**src/rtl/alu_exec_unit.sv**
```systemverilog
// ---------------------------------------------------------------------------
// alu_exec_unit
//
// One ALU execution lane behind the issue window's ALU select port. A selected
// op reads its operands from the physical register file (with a bypass from
// this lane's own write-back), executes, writes its result back and returns
// the commit/wake bundle to the issue window.
//
// Pipeline: RR (operand read) -> EX (execute) -> WB (registered outputs).
// Single-cycle ops commit two cycles after selection. MUL is iterative: it
// occupies EX for MUL_STEPS extra cycles while busy is high.
//
// Ports
//   clk, rst, flush       clock, synchronous active-high reset, pipeline flush
//   sl_en                 select valid
//   sl_operation          [5] src2 is the immediate, [4:0] opcode
//   sl_imm                immediate operand
//   sl_phydst             destination physical tag
//   sl_src1, sl_src2      source physical tags
//   sl_commit_window      issue-window slot of the op
//   busy                  MUL in progress, issuer must hold off
//   rf_raddr1/2           register-file read addresses (combinational)
//   rf_rdata1/2           register-file read data (combinational)
//   rf_we/waddr/wdata     register-file write port (tag 0 is never written)
//   alu_commit            one-cycle wake/commit strobe
//   alu_phydst            wake tag
//   wb_commit_window      issue-window slot to mark committable
// ---------------------------------------------------------------------------
module alu_exec_unit #(
  parameter int CW_W      = 4,
  parameter int TAG_W     = 6,
  parameter int MUL_STEPS = 4
) (
  input  logic             clk,
  input  logic             rst,
  input  logic             flush,
  input  logic             sl_en,
  input  logic [5:0]       sl_operation,
  input  logic [31:0]      sl_imm,
  input  logic [TAG_W-1:0] sl_phydst,
  input  logic [TAG_W-1:0] sl_src1,
  input  logic [TAG_W-1:0] sl_src2,
  input  logic [CW_W-1:0]  sl_commit_window,
  output logic             busy,
  output logic [TAG_W-1:0] rf_raddr1,
  output logic [TAG_W-1:0] rf_raddr2,
  input  logic [31:0]      rf_rdata1,
  input  logic [31:0]      rf_rdata2,
  output logic             rf_we,
  output logic [TAG_W-1:0] rf_waddr,
  output logic [31:0]      rf_wdata,
  output logic             alu_commit,
  output logic [TAG_W-1:0] alu_phydst,
  output logic [CW_W-1:0]  wb_commit_window
);

  localparam int SLICE_W = 32 / MUL_STEPS;
  localparam int STEP_W  = (MUL_STEPS > 1) ? $clog2(MUL_STEPS) : 1;
  localparam logic [31:0] SLICE_MASK = 32'hFFFF_FFFF >> (32 - SLICE_W);

  localparam logic [4:0] OP_ADD  = 5'd0;
  localparam logic [4:0] OP_SUB  = 5'd1;
  localparam logic [4:0] OP_AND  = 5'd2;
  localparam logic [4:0] OP_OR   = 5'd3;
  localparam logic [4:0] OP_XOR  = 5'd4;
  localparam logic [4:0] OP_NOR  = 5'd5;
  localparam logic [4:0] OP_SLT  = 5'd6;
  localparam logic [4:0] OP_SLTU = 5'd7;
  localparam logic [4:0] OP_SLL  = 5'd8;
  localparam logic [4:0] OP_SRL  = 5'd9;
  localparam logic [4:0] OP_SRA  = 5'd10;
  localparam logic [4:0] OP_LUI  = 5'd11;
  localparam logic [4:0] OP_MUL  = 5'd12;

  typedef enum logic {
    ST_IDLE,
    ST_MUL
  } state_t;

  state_t state;

  // EX stage registers
  logic             ex_valid;
  logic [4:0]       ex_opcode;
  logic [31:0]      ex_op1;
  logic [31:0]      ex_op2;
  logic [TAG_W-1:0] ex_tag;
  logic [CW_W-1:0]  ex_cw;

  // Iterative multiplier state
  logic [STEP_W-1:0] mul_step;
  logic [31:0]       mul_acc;

  logic        accept;
  logic [31:0] byp1;
  logic [31:0] byp2;
  logic [31:0] alu_result;
  logic [4:0]  mul_shamt;
  logic [31:0] mul_slice;
  logic [31:0] mul_partial;
  logic [31:0] mul_sum;
  logic        mul_last;
  logic        wb_load;
  logic [31:0] wb_value;

  assign rf_raddr1 = sl_src1;
  assign rf_raddr2 = sl_src2;

  // A MUL sitting in EX while still IDLE is its entry cycle; selects there
  // and while busy are protocol violations and are silently dropped.
  assign accept = sl_en && !busy && !(ex_valid && (ex_opcode == OP_MUL));

  // The register file only sees our write at the end of the WB cycle, so a
  // same-cycle read of that tag must take the value from the write port.
  always_comb begin
    byp1 = (rf_we && (rf_waddr == sl_src1)) ? rf_wdata : rf_rdata1;
    byp2 = (rf_we && (rf_waddr == sl_src2)) ? rf_wdata : rf_rdata2;
  end

  always_comb begin
    alu_result = '0;
    case (ex_opcode)
      OP_ADD:  alu_result = ex_op1 + ex_op2;
      OP_SUB:  alu_result = ex_op1 - ex_op2;
      OP_AND:  alu_result = ex_op1 & ex_op2;
      OP_OR:   alu_result = ex_op1 | ex_op2;
      OP_XOR:  alu_result = ex_op1 ^ ex_op2;
      OP_NOR:  alu_result = ~(ex_op1 | ex_op2);
      OP_SLT:  alu_result = {31'b0, ($signed(ex_op1) < $signed(ex_op2))};
      OP_SLTU: alu_result = {31'b0, (ex_op1 < ex_op2)};
      OP_SLL:  alu_result = ex_op1 << ex_op2[4:0];
      OP_SRL:  alu_result = ex_op1 >> ex_op2[4:0];
      OP_SRA:  alu_result = $unsigned($signed(ex_op1) >>> ex_op2[4:0]);
      OP_LUI:  alu_result = {ex_op2[15:0], 16'h0000};
      default: alu_result = '0;
    endcase
  end

  // One multiplier slice per step; only the low 32 bits of each shifted
  // partial product can reach the low 32 bits of the full product.
  always_comb begin
    mul_shamt   = 5'(int'(mul_step) * SLICE_W);
    mul_slice   = (ex_op2 >> mul_shamt) & SLICE_MASK;
    mul_partial = (ex_op1 * mul_slice) << mul_shamt;
    mul_sum     = mul_acc + mul_partial;
    mul_last    = (mul_step == STEP_W'(MUL_STEPS - 1));
  end

  always_comb begin
    wb_load  = ((state == ST_IDLE) && ex_valid && (ex_opcode != OP_MUL)) ||
               ((state == ST_MUL) && mul_last);
    wb_value = (state == ST_MUL) ? mul_sum : alu_result;
  end

  always_ff @(posedge clk) begin
    if (rst || flush) begin
      state            <= ST_IDLE;
      busy             <= 1'b0;
      ex_valid         <= 1'b0;
      ex_opcode        <= '0;
      ex_op1           <= '0;
      ex_op2           <= '0;
      ex_tag           <= '0;
      ex_cw            <= '0;
      mul_step         <= '0;
      mul_acc          <= '0;
      rf_we            <= 1'b0;
      rf_waddr         <= '0;
      rf_wdata         <= '0;
      alu_commit       <= 1'b0;
      alu_phydst       <= '0;
      wb_commit_window <= '0;
    end else begin
      ex_valid <= accept;
      if (accept) begin
        ex_opcode <= sl_operation[4:0];
        ex_op1    <= byp1;
        ex_op2    <= sl_operation[5] ? sl_imm : byp2;
        ex_tag    <= sl_phydst;
        ex_cw     <= sl_commit_window;
      end

      // WB outputs are zero in every cycle without a commit.
      alu_commit       <= wb_load;
      alu_phydst       <= wb_load ? ex_tag : '0;
      wb_commit_window <= wb_load ? ex_cw : '0;
      rf_we            <= wb_load && (ex_tag != '0);
      rf_waddr         <= wb_load ? ex_tag : '0;
      rf_wdata         <= wb_load ? wb_value : '0;

      case (state)
        ST_IDLE: begin
          if (ex_valid && (ex_opcode == OP_MUL)) begin
            state    <= ST_MUL;
            busy     <= 1'b1;
            mul_step <= '0;
            mul_acc  <= '0;
          end
        end
        ST_MUL: begin
          mul_acc  <= mul_sum;
          mul_step <= mul_step + 1'b1;
          if (mul_last) begin
            state <= ST_IDLE;
            busy  <= 1'b0;
          end
        end
        default: state <= ST_IDLE;
      endcase
    end
  end

endmodule

```
**config.mk**
```make
export PLATFORM = sky130hd
export DESIGN_NAME = alu_exec_unit
export DESIGN_NICKNAME = d
export VERILOG_FILES = /design/src/rtl/alu_exec_unit.sv
export SDC_FILE = /design/constraint.sdc
export NUM_CORES = 1
export LEC_CHECK = 0
export CAP_MARGIN = 40
export CORE_AREA = 2 2 210 212
export DETAILED_ROUTE_END_ITERATION = 8
export DIE_AREA = 0 0 212 214
export DONT_BUFFER_PORTS = 1
export PLACE_DENSITY = 0.7
export SLEW_MARGIN = 15
export SYNTH_ARGS = -nofsm -noshare
export SYNTH_HDL_FRONTEND = slang
export SYNTH_SLANG_ARGS = --single-unit
export TNS_END_PERCENT = 30
```
**constraint.sdc**
```tcl
create_clock -name clk -period 10.6 [get_ports clk]
set_input_delay 1.06 -clock clk [delete_from_list [all_inputs] [get_ports clk]]
set_output_delay 1.06 -clock clk [all_outputs]
set_load 0.01 [all_outputs]
```
[Yosys cells after proc, flatten, opt, wreduce, memory -nomap -nowiden]
Cells that the tools add are included.
Operators by class
  add/sub/neg operators: 4
  multipliers: 1
  div/mod/pow operators: 0
  order comparisons: 2
  equal/unequal tests: 18
  shift operators: 5
  mux-type cells: 15
  bitwise gates (word level): 6
  reduce and logical (&&, ||, !) cells: 17
Operators with widths (count)
  $pmux W32 S12: 1
  $mux W32: 5
  $add A32 B32 Y32: 2
  $lt A32 B32 Y1: 2
  $pmux W32 S2: 1
  $shl A32 B5 Y32: 2
  $and A32 B32 Y32: 1
  $mul A32 B8 Y32: 1
  $not A32 Y32: 1
  $or A32 B32 Y32: 1
  $shr A32 B5 Y32: 1
  $shr A32 B5 Y8: 1
  $sshr A32 B5 Y32: 1
  $sub A32 B32 Y32: 1
  $xor A32 B32 Y32: 1
  $eq A5 B4 Y1 const B: 5
  $eq A5 B3 Y1 const B: 4
  $eq A6 B6 Y1: 2
  $eq A5 B2 Y1 const B: 2
  $logic_and A1 B1 Y1: 9
  $reduce_bool A6 Y1: 1
  $eq A5 B1 Y1 const B: 1
  $logic_not A5 Y1: 1
  $ne A5 B4 Y1 const B: 1
  other kinds (13): 20
Word-level totals
  register bits: 160
  latch bits: 0
  bits in writable memories: 0
  bits in read-only memories: 0
  input bits: 128
  output and inout bits: 63
  word-level logic and storage cells: 83
  memories kept: 0

[Logic depth before layout (Yosys ltp)]
  depth after elaboration: 6
  depth in mapped cells: 38
  mapped depth without buffers: 35

[Worst setup path after synthesis]
Ideal clock, no wire load.
  kind: reg-to-reg
  from: register mul_step[0]
  to: register mul_acc[31]
  setup time: 0.065 ns
  arrival time: 8.046 ns
  required time: 10.535 ns
  slack: 2.489 ns
  cell stages (with the launch flop): 36
  path buffers: 3
  period minus slack after synthesis: 8.111 ns
  path through: dfxtp_1 > buf_2 > buf_4 > mux4_2 > clkbuf_1 > nand2_1 > fa_1 > fa_1 > inv_1 > fa_1 > inv_1 > fa_1 > inv_1 > ha_1 > o21a_1 > o21ai_0 > a211oi_1 > o21ai_0 > a21oi_1 > a31oi_1 > o311ai_0 > a21boi_0 > mux2i_1 > o22ai_1 > ha_1 > a2111oi_0 > o21ai_1 > o21ai_0 > o21ai_1 > a21o_1 > o41ai_1 > o21bai_1 > a21oi_1 > xnor3_1 > mux2_2 > nor2_1
On the way
  cells in the longest elaborated chain, start to end: 5
RTL lines
  start, declared: RTL line 91  | logic [STEP_W-1:0] mul_step;
  start signal, assigned: RTL line 202  | mul_step <= mul_step + 1'b1;
  $shr A32 B5 Y8: RTL line 143  | mul_slice = (ex_op2 >> mul_shamt) & SLICE_MASK;
  $mul A32 B8 Y32: RTL line 144  | mul_partial = (ex_op1 * mul_slice) << mul_shamt;
  $shl A32 B5 Y32 (*): RTL line 144
  $add A32 B32 Y32 (*): RTL line 145  | mul_sum = mul_acc + mul_partial;
  $pmux W32 S2 (*): RTL line 191  | case (state)
  end signal, assigned: RTL line 201  | mul_acc <= mul_sum;
  end, declared: RTL line 92  | logic [31:0] mul_acc;
Every way passes the cells marked *; elsewhere a longest branch is shown, timed or not.
A chain may end at the register's enable or synchronous reset.

[Final worst setup path]
Ends and elaborated chain as after synthesis.

==> impl_summary.txt <==
----------------------------------------------------
[Synth]
  Number of distinct standard cells referenced by the synthesized netlist ... 74
  Post-synthesis register bit count ... 160
  Post-Synthesis Cells ... 3090
  Post-synth net total ... 3548
  Share of the yosys chip area belonging to registers ... 13.6%
  Most used DFF post-synth ... dfxtp_1
  Ys async rst share ... 0%
  Yosys warning total ... 0
  Synthesized area divided by synthesized cell count ... 7.62 um2
  Number of synthesized flops with an enable pin ... 0
  Syn Std Cell Area ... 23500 um2

[Clocking]
  H-tree levels ... 4
  Post-cts sizing count ... 0
  Insertion delay of the later-clocked pin in the worst-skew pair ... 0.46 ns
  Cell at the root of the clock tree ... clkbuf_16
  Num CTS Buffers ... 17
  Clock slew at the register clock pins of the worst setup and hold paths ... 0.07 ns
  Number of setup buffers added after CTS ... 0
  Clock Path Buffers ... 2
  Number of hold buffers added after CTS ... 0
  TritonCTS clock tree ... done
  Sink count of the clock tree ... 160

[GRT]
  GR Overflow Total ... 0
  Global router's overall resource usage ... 45.2%
  Via count of the first global-routing pass ... 22800
  First-pass GRT wire length ... 151000 um
  Initial antenna violation count ... 6
  Pin count of the biggest net entering global routing ... 92

[Power and ir drop]
  Power density over the cells ... 73.3 nW/um2
  Part of the power in combinational logic ... 29.6%
  Overall Power ... 1.80 mW
  Switching portion of total power ... 36.8%
  Clock power share ... 35.0%
  Net Switching ... 0.662 mW
  Leak pwr ... 10.2 nW
  Maximum ir drop on the vdd rail ... 0.127 mV
  Sequential power share ... 35.4%
  Total internal power ... 1.14 mW

[Worst setup path]
  Worst setup path category ... flop to flop
  Worst setup path startpoint ... mul_step[0]
  Buffers & Inverters on Critical Path ... 3
  Worst-path cell with the longest stage delay ... mux4_2
  Nature of the critical path startpoint ... flop
  Crit. End Element ... flop
  Startpoint of the lowest-slack register-to-register path ... mul_step[0]
  Endpoint arrival time on the critical path ... 9.95 ns
  CP max stage delay ... 0.91 ns
  Capture point of the worst path ... mul_acc[31]
  End of the worst register-to-register path ... mul_acc[31]
  Worst-path maximum fanout ... 44
  Number of gates on the worst path with buffers counted ... 31
  Setup slack of the most critical reg-to-reg path ... 1.04 ns
  Dominant delay contributor by cell family on the critical path ... compound AO/OA/AOI/OAI gates
  R2r worst-path depth ... 31
  Data required time at the worst endpoint ... 10.99 ns

[Floorplan]
  FP Rows ... 76
  Number of top-level pins ... 191
  Vertical die dimension ... 214 um
  Width of the die ... 212 um
  Overall die area ... 45400 um2
  Area of the core ... 42900 um2
  Initial Util ... 54.9%

[Placement]
  Detailed placer's ending HPWL ... 80700 um
  Final GP Congestion ... 1.08
  Port-buffer cells ... 0

[Finish]
  Share of the core filled with cells ... 57.2%
  Final Net Count ... 3397
  Total area of multi-input combinational cells ... 18500 um2
  Fraction of final layout cells sized beyond drive strength 1 ... 6.64%
  FF+latch area ... 3210 um2
  Fill count ... 4019
  Synth-to-Final Area Change ... 4.23%

[Route]
  Routed wire length per instance ... 29.2 um
  Drt via density ... 6.80
  Drt drc ... 0
  Remaining antenna violation count ... 0
  Drt first pass iters ... 8
  Final wirelength ... 103000 um
  Number of DRC violations after detailed-routing iteration 0 ... 3700
  Number of vias in the routed layout ... 24100

[Timing]
  Max Slew Vio Count ... 0
  RSZ-0062 raised after global routing ... no
  Worst-margin pin slew ... 1.04 ns
  Achievable frequency ... 105 MHz
  Post-route clock period utilization ... 90.2%
  Clock period minus worst slack ... 9.56 ns
  Final setup viols ... 0
  Setup tns final ... 0 ns
  Number of endpoints with negative hold slack in the final report ... 0
  Worst max-slew margin expressed relative to the limit ... 31.0%
  Post-route clock skew ... 0.0172 ns

[Status]
  Status ... finished clean

[Min path]
  Worst hold-check path type ... flop to flop

[Flow run]
  # Max-Cap Violations ... 0

----------------------------------------------------
power by group through the flow:
stage	Sequential, mW	Combinational [mW]	Clock (mW)
6_report	0.636	0.533	0.630
3_3_place_gp	0.649	0.499	0
3_5_place_dp	0.649	0.503	0
4_1_cts	0.635	0.505	0.632
2_1_floorplan	0.638	0.337	0
5_1_grt	0.636	0.559	0.656
worst min-delay path: stages, from the launching register on:
cell,delay (ns)
dfxtp_1,0.31
nand2_1,0.05
a21oi_1,0.05
registers in the layout (all words and copies together) (netlist names):
name,flops
busy,1
mul_acc,32
ex_tag,6
ex_opcode,5
rf_wdata,32
alu_commit,1
wb_commit_window,4
alu_phydst,6
ex_op2,32
ex_valid,1
ex_cw,4
mul_step,2
rf_we,1
ex_op1,32
state,1
cell usage in the layout (no fill, tap or decap), types with 8 or more instances in the layout:
cell / count
nand2_1: 339
nor2_1: 313
a21oi_1: 283
inv_1: 239
o21ai_0: 176
ha_1: 171
fa_1: 159
dfxtp_1: 155
and2_1: 126
mux2i_1: 125
buf_4: 66
xnor2_1: 65
a211oi_1: 64
mux4_2: 49
nand3_1: 44
a22oi_1: 43
nand2b_1: 35
nor3_1: 35
a21o_1: 33
xor2_1: 30
nor2b_1: 26
o211ai_1: 24
o21bai_1: 18
o31ai_1: 18
a31oi_1: 17
o22ai_1: 17
nand4_1: 17
clkbuf_16: 17
a221oi_1: 15
and3_1: 13
o21a_1: 11
mux2_2: 11
o221ai_1: 11
a211o_1: 11
a2111oi_0: 9
a22o_1: 9
o21ai_1: 9
o41ai_1: 8
per-layer routing:
layer | up-vias | wire length [um] | GRT usage (%)
met5 | - | 23 | 0
met4 | 4 | 7100 | 26.5
met3 | 369 | 13900 | 15.0
met2 | 1696 | 41800 | 63.2
met1 | 11600 | 40600 | 60.5
li1 | 10400 | - | -
cells in the mapped netlist (all sizes together), types with 13 or more instances:
cell    count  area share (%)
o22ai      17            0.45
xor2       30             1.1
mux4       49             4.7
and3       13            0.35
o211ai     24            0.77
nand2b     36            0.99
nand2     339             5.4
a21o       33             1.1
fa        159              14
clkbuf    193             3.1
o31ai      18            0.57
a211oi     65             2.1
nor2      313             5.0
nor3       36            0.77
mux2i     125             5.3
and2      126             3.3
nor2b      27            0.72
o21bai     18            0.57
a31oi      17            0.45
xnor2      66             2.5
nand4      17            0.45
ha        171             9.1
buf        52             1.2
inv       245             3.9
a221oi     15            0.56
o21ai     185             3.9
nand3      44            0.94
a21oi     283             6.0
dfxtp     160              14
a22oi      43             1.4
worst min path at each step:
stage | start | endpoint | cells after the start
2_1_floorplan | ex_cw[0] | wb_commit_window[0] | 1
3_3_place_gp | ex_cw[2] | wb_commit_window[2] | 1
3_5_place_dp | ex_cw[2] | ex_cw[2] | 2
4_1_cts | ex_cw[2] | ex_cw[2] | 2
5_1_grt | ex_cw[2] | ex_cw[2] | 2
6_report | ex_cw[2] | ex_cw[2] | 2
kinds of logic after synthesis:
| logic type | share of synthesized area, % |
|---|---|
| DFF | 13.6 |
| muxes | 10.5 |
| adders and majority gates | 22.6 |
| xor gates and xnor gates | 3.79 |
| buffers and inverters | 8.17 |
| and+or+nand+nor | 19.1 |
| AOI/OAI and AO/OA | 22.2 |
cell type report:
| class | count | share of cell area (%) |
|---|---|---|
| timing repair buffer | 75 | 2.54 |
| inverter | 245 | 3.75 |
| clock buffer | 21 | 1.84 |
| multi-input combinational | 2440 | 75.2 |
| sequential | 160 | 13.1 |
| tap | 585 | 2.98 |
| clock inverter | 11 | 0.525 |
| antenna | 6 | 0.0612 |
metrics by stage:
stage / std cells / hold WS (ns) / setup slack (ns) / area, um2
finish: 3543 / 0.455 / 1.04 / 24500
detailed placement: 3500 / 0.446 / 1.36 / 23900
global placement: 3496 / 0.441 / 1.56 / 23800
CTS: 3532 / 0.455 / 1.27 / 24400
global route: 3537 / 0.482 / 0.474 / 24500
floorplan: 3090 / 0.430 / 2.49 / 23500
No activity file was read; power rests on OpenSTA's default activity.
